===== src/rtl/imm_gen_pipe_pkg.sv =====
// Shared definitions for the immediate generator: format codes, RV32 opcodes
// and the buffer occupancy encoding.
package imm_gen_pipe_pkg;

  typedef logic [2:0] fmt_t;

  localparam fmt_t FMT_R   = 3'd0;
  localparam fmt_t FMT_I   = 3'd1;
  localparam fmt_t FMT_S   = 3'd2;
  localparam fmt_t FMT_B   = 3'd3;
  localparam fmt_t FMT_U   = 3'd4;
  localparam fmt_t FMT_J   = 3'd5;
  localparam fmt_t FMT_ERR = 3'd7;

  localparam logic [6:0] OP_IMM    = 7'b0010011;
  localparam logic [6:0] OP_LOAD   = 7'b0000011;
  localparam logic [6:0] OP_JALR   = 7'b1100111;
  localparam logic [6:0] OP_SYSTEM = 7'b1110011;
  localparam logic [6:0] OP_STORE  = 7'b0100011;
  localparam logic [6:0] OP_BRANCH = 7'b1100011;
  localparam logic [6:0] OP_LUI    = 7'b0110111;
  localparam logic [6:0] OP_AUIPC  = 7'b0010111;
  localparam logic [6:0] OP_JAL    = 7'b1101111;
  localparam logic [6:0] OP_REG    = 7'b0110011;

  typedef enum logic [1:0] {
    OCC_EMPTY = 2'd0,
    OCC_ONE   = 2'd1,
    OCC_FULL  = 2'd2
  } occ_t;

endpackage


===== src/rtl/imm_gen_pipe_decode.sv =====
// Combinational RV32 immediate decode; the 32-bit immediate is built first
// and then sign-extended from bit 31 to XLEN for every format, U included.
module imm_decode
  import imm_gen_pipe_pkg::*;
#(
  parameter int XLEN = 32
) (
  input  logic [31:0]     inst,
  output logic [XLEN-1:0] imm,
  output fmt_t            fmt,
  output logic            err
);

  logic [31:0] imm32;

  always_comb begin
    fmt   = FMT_ERR;
    err   = 1'b0;
    imm32 = '0;
    case (inst[6:0])
      OP_IMM, OP_LOAD, OP_JALR, OP_SYSTEM: begin
        fmt   = FMT_I;
        imm32 = {{20{inst[31]}}, inst[31:20]};
      end
      OP_STORE: begin
        fmt   = FMT_S;
        imm32 = {{20{inst[31]}}, inst[31:25], inst[11:7]};
      end
      OP_BRANCH: begin
        fmt   = FMT_B;
        imm32 = {{19{inst[31]}}, inst[31], inst[7], inst[30:25], inst[11:8], 1'b0};
      end
      OP_LUI, OP_AUIPC: begin
        fmt   = FMT_U;
        imm32 = {inst[31:12], 12'b0};
      end
      OP_JAL: begin
        fmt   = FMT_J;
        imm32 = {{11{inst[31]}}, inst[31], inst[19:12], inst[20], inst[30:21], 1'b0};
      end
      OP_REG: fmt = FMT_R;
      default: err = 1'b1;
    endcase
    imm = XLEN'($signed(imm32));
  end

endmodule


===== src/rtl/imm_gen_pipe.sv =====
// Immediate generator with a valid/ready output buffer: an output register
// plus an optional skid register so in_ready can be driven from a flop.
module imm_gen_pipe
  import imm_gen_pipe_pkg::*;
#(
  parameter int XLEN = 32,
  parameter int SKID = 1
) (
  input  logic            clk,
  input  logic            rst,
  input  logic            in_valid,
  output logic            in_ready,
  input  logic [31:0]     inst,
  input  logic            flush,
  output logic            out_valid,
  input  logic            out_ready,
  output logic [XLEN-1:0] imm,
  output logic [2:0]      fmt,
  output logic            imm_err
);

  logic [XLEN-1:0] dec_imm;
  fmt_t            dec_fmt;
  logic            dec_err;

  imm_decode #(.XLEN(XLEN)) u_decode (
    .inst (inst),
    .imm  (dec_imm),
    .fmt  (dec_fmt),
    .err  (dec_err)
  );

  occ_t            state;
  logic            in_ready_q;
  logic [XLEN-1:0] skid_imm;
  fmt_t            skid_fmt;
  logic            skid_err;
  logic            take_in;
  logic            take_out;

  // Without a skid slot the only way to accept is to free the output register
  // in the same cycle, so readiness has to look at the consumer directly.
  assign in_ready  = (SKID != 0) ? in_ready_q : (!out_valid || out_ready);
  assign out_valid = (state != OCC_EMPTY);
  assign take_in   = in_valid && in_ready;
  assign take_out  = out_valid && out_ready;

  always_ff @(posedge clk) begin
    if (rst) begin
      state      <= OCC_EMPTY;
      in_ready_q <= 1'b1;
      imm        <= '0;
      fmt        <= FMT_R;
      imm_err    <= 1'b0;
      skid_imm   <= '0;
      skid_fmt   <= FMT_R;
      skid_err   <= 1'b0;
    end else if (flush) begin
      state      <= OCC_EMPTY;
      in_ready_q <= 1'b1;
    end else begin
      case (state)
        OCC_EMPTY: begin
          if (take_in) begin
            imm     <= dec_imm;
            fmt     <= dec_fmt;
            imm_err <= dec_err;
            state   <= OCC_ONE;
          end
        end
        OCC_ONE: begin
          if (take_in && take_out) begin
            imm     <= dec_imm;
            fmt     <= dec_fmt;
            imm_err <= dec_err;
          end else if (take_in && SKID != 0) begin
            skid_imm   <= dec_imm;
            skid_fmt   <= dec_fmt;
            skid_err   <= dec_err;
            state      <= OCC_FULL;
            in_ready_q <= 1'b0;
          end else if (take_out) begin
            state <= OCC_EMPTY;
          end
        end
        OCC_FULL: begin
          if (take_out) begin
            imm        <= skid_imm;
            fmt        <= skid_fmt;
            imm_err    <= skid_err;
            state      <= OCC_ONE;
            in_ready_q <= 1'b1;
          end
        end
        default: begin
          state      <= OCC_EMPTY;
          in_ready_q <= 1'b1;
        end
      endcase
    end
  end

endmodule


===== config.mk =====
export PLATFORM = sky130hd
export DESIGN_NAME = imm_gen_pipe
export DESIGN_NICKNAME = d
export VERILOG_FILES = /design/src/rtl/imm_gen_pipe_pkg.sv /design/src/rtl/imm_gen_pipe_decode.sv /design/src/rtl/imm_gen_pipe.sv
export SDC_FILE = /design/constraint.sdc
export NUM_CORES = 1
export LEC_CHECK = 0
export CORE_ASPECT_RATIO = 1.25
export CORE_UTILIZATION = 41
export CTS_BUF_LIST = sky130_fd_sc_hd__clkbuf_4
export CTS_CLUSTER_SIZE = 10
export DETAILED_ROUTE_END_ITERATION = 10
export PLACE_DENSITY = 0.65
export REMOVE_ABC_BUFFERS = 1
export SKIP_LAST_GASP = 1
export SLEW_MARGIN = 15
export SYNTH_ARGS = -nofsm -noshare
export SYNTH_HDL_FRONTEND = slang
export SYNTH_HIERARCHICAL = 1
export SYNTH_SLANG_ARGS = --single-unit

===== constraint.sdc =====
create_clock -name clk -period 2.49 [get_ports clk]
set_input_delay 0.498 -clock clk [delete_from_list [all_inputs] [get_ports clk]]
set_output_delay 0.498 -clock clk [all_outputs]
set_load 0.005 [all_outputs]

# Word level (Yosys, flattened, before mapping)

Index checks and enable logic that the tools add are counted.

Flip-flop bits (word level): 75
Bits of input ports: 37
Output and inout port bits: 38
Logic and storage cells: 68

Equal/unequal tests: 18
Muxes and demuxes: 25
Bitwise logic cells: 3
Reductions and logical operators: 14

Operators with widths:

| kind                                           | count |
|---|---|
| one-hot mux 32 bit (5 select lines)            | 1 |
| 2-to-1 mux 32 bit                              | 3 |
| one-hot mux 32 bit (3 select lines)            | 1 |
| == test 7 bit (second input constant)          | 4 |
| == test 7 x 6 -> 1 bit (second input constant) | 3 |
| one-hot mux 3 bit (6 select lines)             | 1 |
| == test 7 x 5 -> 1 bit (second input constant) | 2 |
| AND reduction 4 bit                            | 3 |
| 2-to-1 mux 2 bit                               | 5 |
| != test 2 bit (second input constant)          | 5 |
| OR reduction 10 bit                            | 1 |
| 2-to-1 mux 3 bit                               | 3 |
| one-hot mux 3 bit (3 select lines)             | 1 |
| == test 7 x 2 -> 1 bit (second input constant) | 1 |
| 2-to-1 mux 1 bit                               | 7 |
| one-hot mux 1 bit (3 select lines)             | 2 |
| one-hot mux 2 bit (3 select lines)             | 1 |
| AND reduction 5 bit                            | 1 |
| OR reduction 2 bit                             | 2 |
| OR reduction 4 bit                             | 1 |
| logical AND 1 bit                              | 3 |
| != test 3 bit (second input constant)          | 1 |
| NOT 1 bit                                      | 3 |
| nonzero test 3 bit                             | 1 |
| 4 further kinds                                | 4 |

# Depth between registers and ports, before layout

Gate-level depths: netlist of the first run.

Word-level depth: 6
Depth in mapped cells: 8
Gate-level depth less buffers: 6

# Hierarchy

Netlist of the first run, hierarchy kept.

By module, submodules not included:

| module       | times used | cells an instance | area an instance (µm²) | sequential area each (µm²) |
|---|---|---|---|---|
| imm_gen_pipe | 1          | 336               | 2,997.9                | 1,501.4 |
| imm_decode   | 1          | 104               | 675.6                  | 0.0 |

# Worst setup path after synthesis of the first run

No wires, ideal clock.

Path kind: input to register
Start: input port inst[2]
End: register imm[20]
Library setup time: 0.086 ns
Arrival time: 1.910 ns
Setup slack: 0.495 ns
Cell stages on the path: 7
Path buffers: 1
Cells stage by stage: and4bb_1 -> or3b_4 -> and2_4 -> buf_6 -> o22ai_2 -> mux2i_1 -> a211oi_1

Word-level cells in the longest chain between the ends: 5
Elaborated cells on any way between the ends: 15
Those cells by class: eq/ne: 9; mux: 4; reduce/logical: 2

Ends and longest elaborated chain:

| item                                                            | RTL line                               | text |
|---|---|---|
| from (decl)                                                     | imm_gen_pipe.sv:13                     | `input logic [31:0] inst,` |
| == test 7 x 5 -> 1 bit (tied with other cells)                  | imm_gen_pipe_decode.sv:20              | `case (inst[6:0])` |
| OR reduction 4 bit / OR reduction 2 bit (equally long branches) | --                                     |  |
| one-hot mux 32 bit (5 select lines) (*)                         | imm_gen_pipe_decode.sv:20              |  |
| net dec_imm[20]                                                 | imm_gen_pipe.sv:22                     | `logic [XLEN-1:0] dec_imm;` |
| 2-to-1 mux 32 bit, on equally long branches                     | imm_gen_pipe.sv:72, imm_gen_pipe.sv:64 |  |
| one-hot mux 32 bit (3 select lines) (*)                         | imm_gen_pipe.sv:62                     | `case (state)` |
| to (signal assigned)                                            | imm_gen_pipe.sv:65                     | `imm <= dec_imm;` |
| to (signal assigned)                                            | imm_gen_pipe.sv:73                     | `imm <= dec_imm;` |
| to (signal assigned)                                            | imm_gen_pipe.sv:88                     | `imm <= skid_imm;` |
| to (decl)                                                       | imm_gen_pipe.sv:17                     | `output logic [XLEN-1:0] imm,` |

Mark *: on every way through the listed nets, which the timed path passes. The rest lies on a longest branch. The select of a mux whose other input is x is not followed.
A chain may end at the register's enable or synchronous reset.

# Worst setup path after layout of the first run

Start: input port inst[5]
End: register imm[20]

The elaborated chain is that of the path after synthesis.

==> results of run 1 <==
## stage by stage
stage | setup WS (ns) | hold WS [ns] | cells | total power, uW | instance area, sq um
6_report | 0.359 | 0.460 | 635 | 2400 | 4760
5_1_grt | 0.217 | 0.475 | 635 | 2520 | 4760
4_1_cts | 0.376 | 0.463 | 635 | 2430 | 4760
3_5_place_dp | -0.0801 | 0.447 | 620 | 1690 | 4630
3_3_place_gp | -0.0115 | 0.440 | 620 | 1690 | 4630
2_1_floorplan | 0.223 | 0.430 | 405 | 1450 | 3510
## state kept, by name (all words and copies together), names as in the netlist
register and cells:
imm 32, skid_imm 32, fmt 3, skid_fmt 3
state 2, imm_err 1, in_ready 1, skid_err 1
## synth_stat cells, drive strengths merged, types with 2 or more instances
cell type,count,share of area
inv,6,0.0061
nand2,80,0.082
or3,2,0.0034
nand3,5,0.0068
nand4b,2,0.0048
and4bb,2,0.0068
clkbuf,19,0.019
dfxtp,75,0.41
o22ai,2,0.0051
a21o,19,0.039
mux2i,36,0.098
and2,3,0.0058
nor4,2,0.0034
nand3b,3,0.0061
a211oi,36,0.074
nor2,41,0.042
o21ai,8,0.011
a22o,5,0.012
a31oi,2,0.0075
and4,2,0.0048
nor3b,2,0.0072
buf,16,0.024
nor2b,10,0.021
nand2b,4,0.0068
a21oi,45,0.065
## where the power goes
group | total, uW | internal [uW] | switching [uW] | leakage [uW]
combinational | 391 | 215 | 176 | 0.00132
sequential | 1270 | 1250 | 26.6 | 0.000611
clock | 732 | 333 | 399 | 0.0000772
## kinds of logic (layout without fill, tap and decap cells)
| kind of cell | after synthesis | after routing | share of synthesized area |
|---|---|---|---|
| buffers and inverters | 41 | 116 | 0.0497 |
| AOI/OAI and AO/OA | 124 | 124 | 0.230 |
| and+or+nand+nor | 164 | 164 | 0.214 |
| DFF | 75 | 75 | 0.409 |
| muxes | 36 | 36 | 0.0981 |
## how the worst min path moves through the flow
stage                                         start                   endpoint  slack (ns)  cells past startpoint
final                     skid_imm[23]$_SDFFE_PP0P_  skid_imm[23]$_SDFFE_PP0P_        0.46                      2
after CTS                 skid_imm[23]$_SDFFE_PP0P_  skid_imm[23]$_SDFFE_PP0P_        0.46                      2
after global placement    skid_imm[12]$_SDFFE_PP0P_  skid_imm[12]$_SDFFE_PP0P_        0.44                      2
after detailed placement   skid_imm[5]$_SDFFE_PP0P_   skid_imm[5]$_SDFFE_PP0P_        0.45                      2
after global routing       skid_imm[5]$_SDFFE_PP0P_   skid_imm[5]$_SDFFE_PP0P_        0.48                      2
after floorplan               skid_err$_SDFFE_PP0P_      skid_err$_SDFFE_PP0P_        0.43                      2
## metal layers
layer,vias to the layer above,share of wire
li1,1699,-
met2,64,0.50
met5,-,0
met4,0,0.019
met3,13,0.027
met1,1549,0.45
## layout make-up
cell class | instances | area (sq um)
fillers | 848 | 3940
multi-input cells | 324 | 1990
flip-flops and latches | 75 | 1500
repair buffers | 95 | 968
well taps | 120 | 150
clock buffers | 12 | 90.1
clock inverters | 3 | 40.0
inverters | 6 | 22.5
## tightest hold or removal path: cells and delay by family, from the launching register on
family,cells,cell delay (ns)
AND/OR/NAND/NOR,1,0.05
AO/OA/AOI/OAI,1,0.05
flip-flops,1,0.32
## cells in the final DEF, fill, tap and decap left out, drive strengths merged, types with 2 or more instances in the layout
| cell | instances |
|---|---|
| a211oi | 36 |
| a21o | 19 |
| a21oi | 45 |
| a22o | 5 |
| a31oi | 2 |
| and2 | 3 |
| and4 | 2 |
| and4bb | 2 |
| buf | 22 |
| clkbuf | 12 |
| clkdlybuf4s50 | 73 |
| clkinv | 2 |
| dfxtp | 75 |
| inv | 6 |
| mux2i | 36 |
| nand2 | 80 |
| nand2b | 4 |
| nand3 | 5 |
| nand3b | 3 |
| nand4b | 2 |
| nor2 | 41 |
| nor2b | 10 |
| nor3b | 2 |
| nor4 | 2 |
| o21ai | 8 |
| o22ai | 2 |
| or3 | 2 |
==> metrics.cfg, run 1 <==
[sta]
max-slew-margin-rel=0.477
max_freq_ghz=0.469
min_period_ns=2.13
post-route-period-util=0.856
setup-tns-final_ns=0
slew_viol_final=0
finalHoldViolCount=0
final-setup-viol-count=0
rsz0062_at_grt=false
tightest_slew_ns=0.785
finClkSkew_ns=0.00606

[cts]
postCtsHoldBufs=0
cts_made_buffers=9
cts.reportedPaths.clkPinSlew_ns=0.11
clock_latency_ns=0.42
root_buffer=clkbuf_4
cts_buffer_depth=2
cts_resized=0
postCtsSetupRepairBufs=0
cts_tree=done
h-tree-depth=3
clock_sinks=75

[detailed_routing]
drt-initial-drc-count=159
dr.pass1.iters=4
wl_per_cell_um=14.1
antenna_left=0
drt-vias-per-instance=5.24
finalWirelength_um=8940
num_vias=3325
remaining_drc_errors=0

[grt]
gr-usage-met2=0.346
gr-usage-met1=0.258
grt-ovfl-total=0
use_met3=0.0261
grtUsageTotal=0.205
grt.busiest_layer=met2
grt_pass1_wl_um=15000
grt_max_degree=73
grt_pass1_vias=3166
antenna_found_initial=0

[yosys]
yosysSeqAreaShare=0.409
syn-instance-count=440
ys_ff_latch=75
synth_area_sq_mm=0.00367
ys_types=49
synth.avg_cell_area_sq_um=8.35
yosys_warnings=6
synth_edf_count=0
synth-main-ff-cell=dfxtp_1
synth-async-reset-ratio=0

[floorplanning]
rows=38
start_util=0.422
ioPinCount=75
core_sq_mm=0.00870
die_x_um=86.7
die_h_um=108
die_area_sq_mm=0.00935

[critical_path]
r2r_start=state[0]$_SDFFE_PP0P_
slowest_delay_ns=0.56
cp_num_cells=7
crit_path_top_delay_cell=clkdlybuf4s50_1
worstPathArrival_ns=2.46
critPathKind=in2reg
worst-path-max-fanout=9
critPathCapture=imm[20]$_SDFFE_PP0P_
endpoint_kind=register
worstRegToRegCells=4
cp-start-kind=input pin
crit_chain=clkdlybuf4s50_1 -> nor2b_1 -> or3b_4 -> and2_4 -> o22ai_2 -> mux2i_1 -> a211oi_1
crit_family=simple AND/OR/NAND/NOR gates
crit_buf_inv=1
worstPathRequired_ns=2.82
r2r_end=imm[18]$_SDFFE_PP0P_
reg2reg_slack_ns=0.69
critical_path.startpoint=inst[5]

[power_and_ir_drop]
ir_drop_v=0.000288
p_per_area_mw_per_mm2=503
leakagePower_uw=0.00201

[layout]
final_util=0.548
insertedDiodeCount=0
area_delta_synth_final_pct=29.7
finalNetCount=548
layout-drive-gt1-share=0.103

[job]
maxCapViolCount=0

[status]
status=complete, no violations

[placed_design]
place.detailed.hpwl_um=5980
io_buffer_count=74
gp_congestion=0.815

[worst_hold_path]
min_path_type=reg2reg

Power figures use the tool's default switching activity.
==> run 2: changes to the inputs <==
PLACE_DENSITY = 0.62   (was 0.65)
==> run 2 against run 1 <==
  * Clock power is 12% lower
  * Global-route usage is 0.51 points lower
  * Clock skew is 0.013 ns higher
==> metrics.cfg, run 2 (synthesis results as in run 1) <==
[status]
status=complete, no violations  ; unchanged

[layout]
insertedDiodeCount=0  ; unchanged
area_delta_synth_final_pct=29.4  ; was 29.7%
stdcell_count=637  ; was 635
layout-drive-gt1-share=0.104  ; was 0.103
largest_registers=imm (32), skid_imm (32)  ; unchanged
layout_common_cells=nand2_1 (80), dfxtp_1 (75), clkdlybuf4s50_1 (73)  ; unchanged
seq_area_sq_mm=0.00150  ; unchanged
finalNetCount=549  ; was 548
final_common_cell=nand2_1  ; unchanged
nFillCells=867  ; was 848
final_util=0.546  ; was 0.548
multi_input_area_sq_mm=0.00199  ; unchanged

[detailed_routing]
wl_per_cell_um=13.7  ; was 14.1 um
num_vias=3289  ; was 3325
antenna_left=0  ; unchanged
remaining_drc_errors=0  ; unchanged
drt-vias-per-instance=5.16  ; was 5.24
dr.pass1.iters=4  ; unchanged
drt-initial-drc-count=196  ; was 159
finalWirelength_um=8730  ; was 8940 um

[critical_path]
crit_family=buffers and inverters  ; was simple AND/OR/NAND/NOR gates
worstPathRequired_ns=2.83  ; was 2.82 ns
worst-path-max-fanout=14  ; was 9
r2r_start=state[0]$_SDFFE_PP0P_  ; unchanged
cp_num_cells=8  ; was 7
critPathKind=in2reg  ; unchanged
r2r_end=imm[9]$_SDFFE_PP0P_  ; was imm[18]$_SDFFE_PP0P_
crit_buf_inv=2  ; was 1
cp-start-kind=input pin  ; unchanged
endpoint_kind=register  ; unchanged
reg2reg_slack_ns=0.81  ; was 0.69 ns
worstPathArrival_ns=2.48  ; was 2.46 ns
worstRegToRegCells=4  ; unchanged
slowest_delay_ns=0.47  ; was 0.56 ns
crit_path_top_delay_cell=clkdlybuf4s50_1  ; unchanged
crit_chain=clkdlybuf4s50_1 -> buf_4 -> nor2_1 -> a21oi_1 -> o32a_1 -> nor4_1 -> mux2i_1 -> a211oi_1  ; was clkdlybuf4s50_1 -> nor2b_1 -> or3b_4 -> and2_4 -> o22ai_2 -> mux2i_1 -> a211oi_1

[sta]
max_freq_ghz=0.467  ; was 0.469 GHz
post-route-period-util=0.859  ; was 0.856
final-setup-viol-count=0  ; unchanged
tightest_slew_ns=0.683  ; was 0.785 ns
min_period_ns=2.14  ; was 2.13 ns
finClkSkew_ns=0.0188  ; was 0.00606 ns
finalHoldViolCount=0  ; unchanged
postLayoutSetupSlackWorst_ns=0.350  ; was 0.359 ns
rsz0062_at_grt=false  ; unchanged
max-slew-margin-rel=0.545  ; was 0.477
slew_viol_final=0  ; unchanged
hold_slack_ns=0.459  ; was 0.460 ns

[worst_hold_path]
min_path_cells=2  ; unchanged
hold_path_end=skid_imm[11]$_SDFFE_PP0P_  ; was skid_imm[23]$_SDFFE_PP0P_
min_path_type=reg2reg  ; unchanged
hold_path.startpoint=skid_imm[11]$_SDFFE_PP0P_  ; was skid_imm[23]$_SDFFE_PP0P_

[floorplanning]
die_x_um=86.7  ; unchanged
ioPinCount=75  ; unchanged
core_sq_mm=0.00870  ; unchanged
die_h_um=108  ; unchanged
rows=38  ; unchanged
start_util=0.422  ; unchanged
die_area_sq_mm=0.00935  ; unchanged

[grt]
grt-ovfl-total=0  ; unchanged
grt_max_degree=39  ; was 73
grtUsageTotal=0.200  ; was 0.205
grt_pass1_wl_um=14500  ; was 15000 um
antenna_found_initial=0  ; unchanged
grt_pass1_vias=3066  ; was 3166

[cts]
cts_resized=0  ; unchanged
root_buffer=clkbuf_4  ; unchanged
postCtsSetupRepairBufs=0  ; unchanged
clock_sinks=75  ; unchanged
postCtsHoldBufs=0  ; unchanged
cts.reportedPaths.clkPinSlew_ns=0.11  ; about the same
cts_made_buffers=9  ; unchanged
clock_latency_ns=0.43  ; was 0.42 ns
cts_buffer_depth=2  ; unchanged
h-tree-depth=3  ; unchanged
cts_tree=done  ; unchanged

[placed_design]
dp.cells=621  ; was 620
pre_cts_ws_ns=-0.0599  ; was -0.0801 ns
gp_congestion=0.828  ; was 0.815
io_buffer_count=74  ; unchanged
place.detailed.hpwl_um=5950  ; was 5980 um

[power_and_ir_drop]
ir_drop_v=0.000239  ; was 0.000288 V
p_per_area_mw_per_mm2=485  ; was 503 mW/mm^2
leakagePower_uw=0.00200  ; was 0.00201 uW

[job]
maxCapViolCount=0  ; unchanged

## run 2: area by class of cell
type / count / share of cell area
Clock buffer: 11 / 0.0174
Clock inverter: 5 / 0.00632
Inverter: 6 / 0.00474
Multi-Input combinational cell: 324 / 0.419
Sequential cell: 75 / 0.316
Tap cell: 120 / 0.0316
Timing Repair Buffer: 96 / 0.205
## run 2: worst reg2reg max path, delay by kind of cell, from the launching register on
| kind | cells | cell delay [ns] |
|---|---|---|
| AOI/OAI and AO/OA | 1 | 0.09 |
| buffers and inverters | 1 | 0.29 |
| DFF | 1 | 0.45 |
| muxes | 1 | 0.23 |
| and+or+nand+nor | 1 | 0.50 |
## run 2: how the worst max path moves through the flow
stage                     endpoint  slack, ns             startpoint
3_3_place_gp   imm[0]$_SDFFE_PP0P_      -0.03                inst[6]
2_1_floorplan  fmt[0]$_SDFFE_PP0P_       0.22  state[0]$_SDFFE_PP0P_
4_1_cts        imm[0]$_SDFFE_PP0P_       0.36                inst[6]
3_5_place_dp   imm[0]$_SDFFE_PP0P_      -0.06                inst[6]
6_report       imm[0]$_SDFFE_PP0P_       0.35                inst[6]
5_1_grt        imm[0]$_SDFFE_PP0P_       0.15                inst[6]
## run 2: through the flow
| stage | setup TNS, ns | power, uW | area [sq um] |
|---|---|---|---|
| after floorplan | 0 | 1450 | 3510 |
| after global placement | -0.0303 | 1690 | 4640 |
| after detailed placement | -0.164 | 1690 | 4640 |
| after CTS | 0 | 2340 | 4750 |
| after global routing | 0 | 2430 | 4750 |
| final | 0 | 2300 | 4750 |
## run 2: power breakdown
group / internal [uW] / switching (uW)
Combinational: 217 / 173
Sequential: 1250 / 26.4
Clock: 223 / 419
## run 2: routing by layer
metal / vias up / track usage / share of wire
li1: 1705 / - / -
met1: 1504 / 0.243 / 0.45
met2: 66 / 0.341 / 0.49
met3: 14 / 0.0268 / 0.037
met4: 0 / 0.102 / 0.023
met5: - / 0 / 0
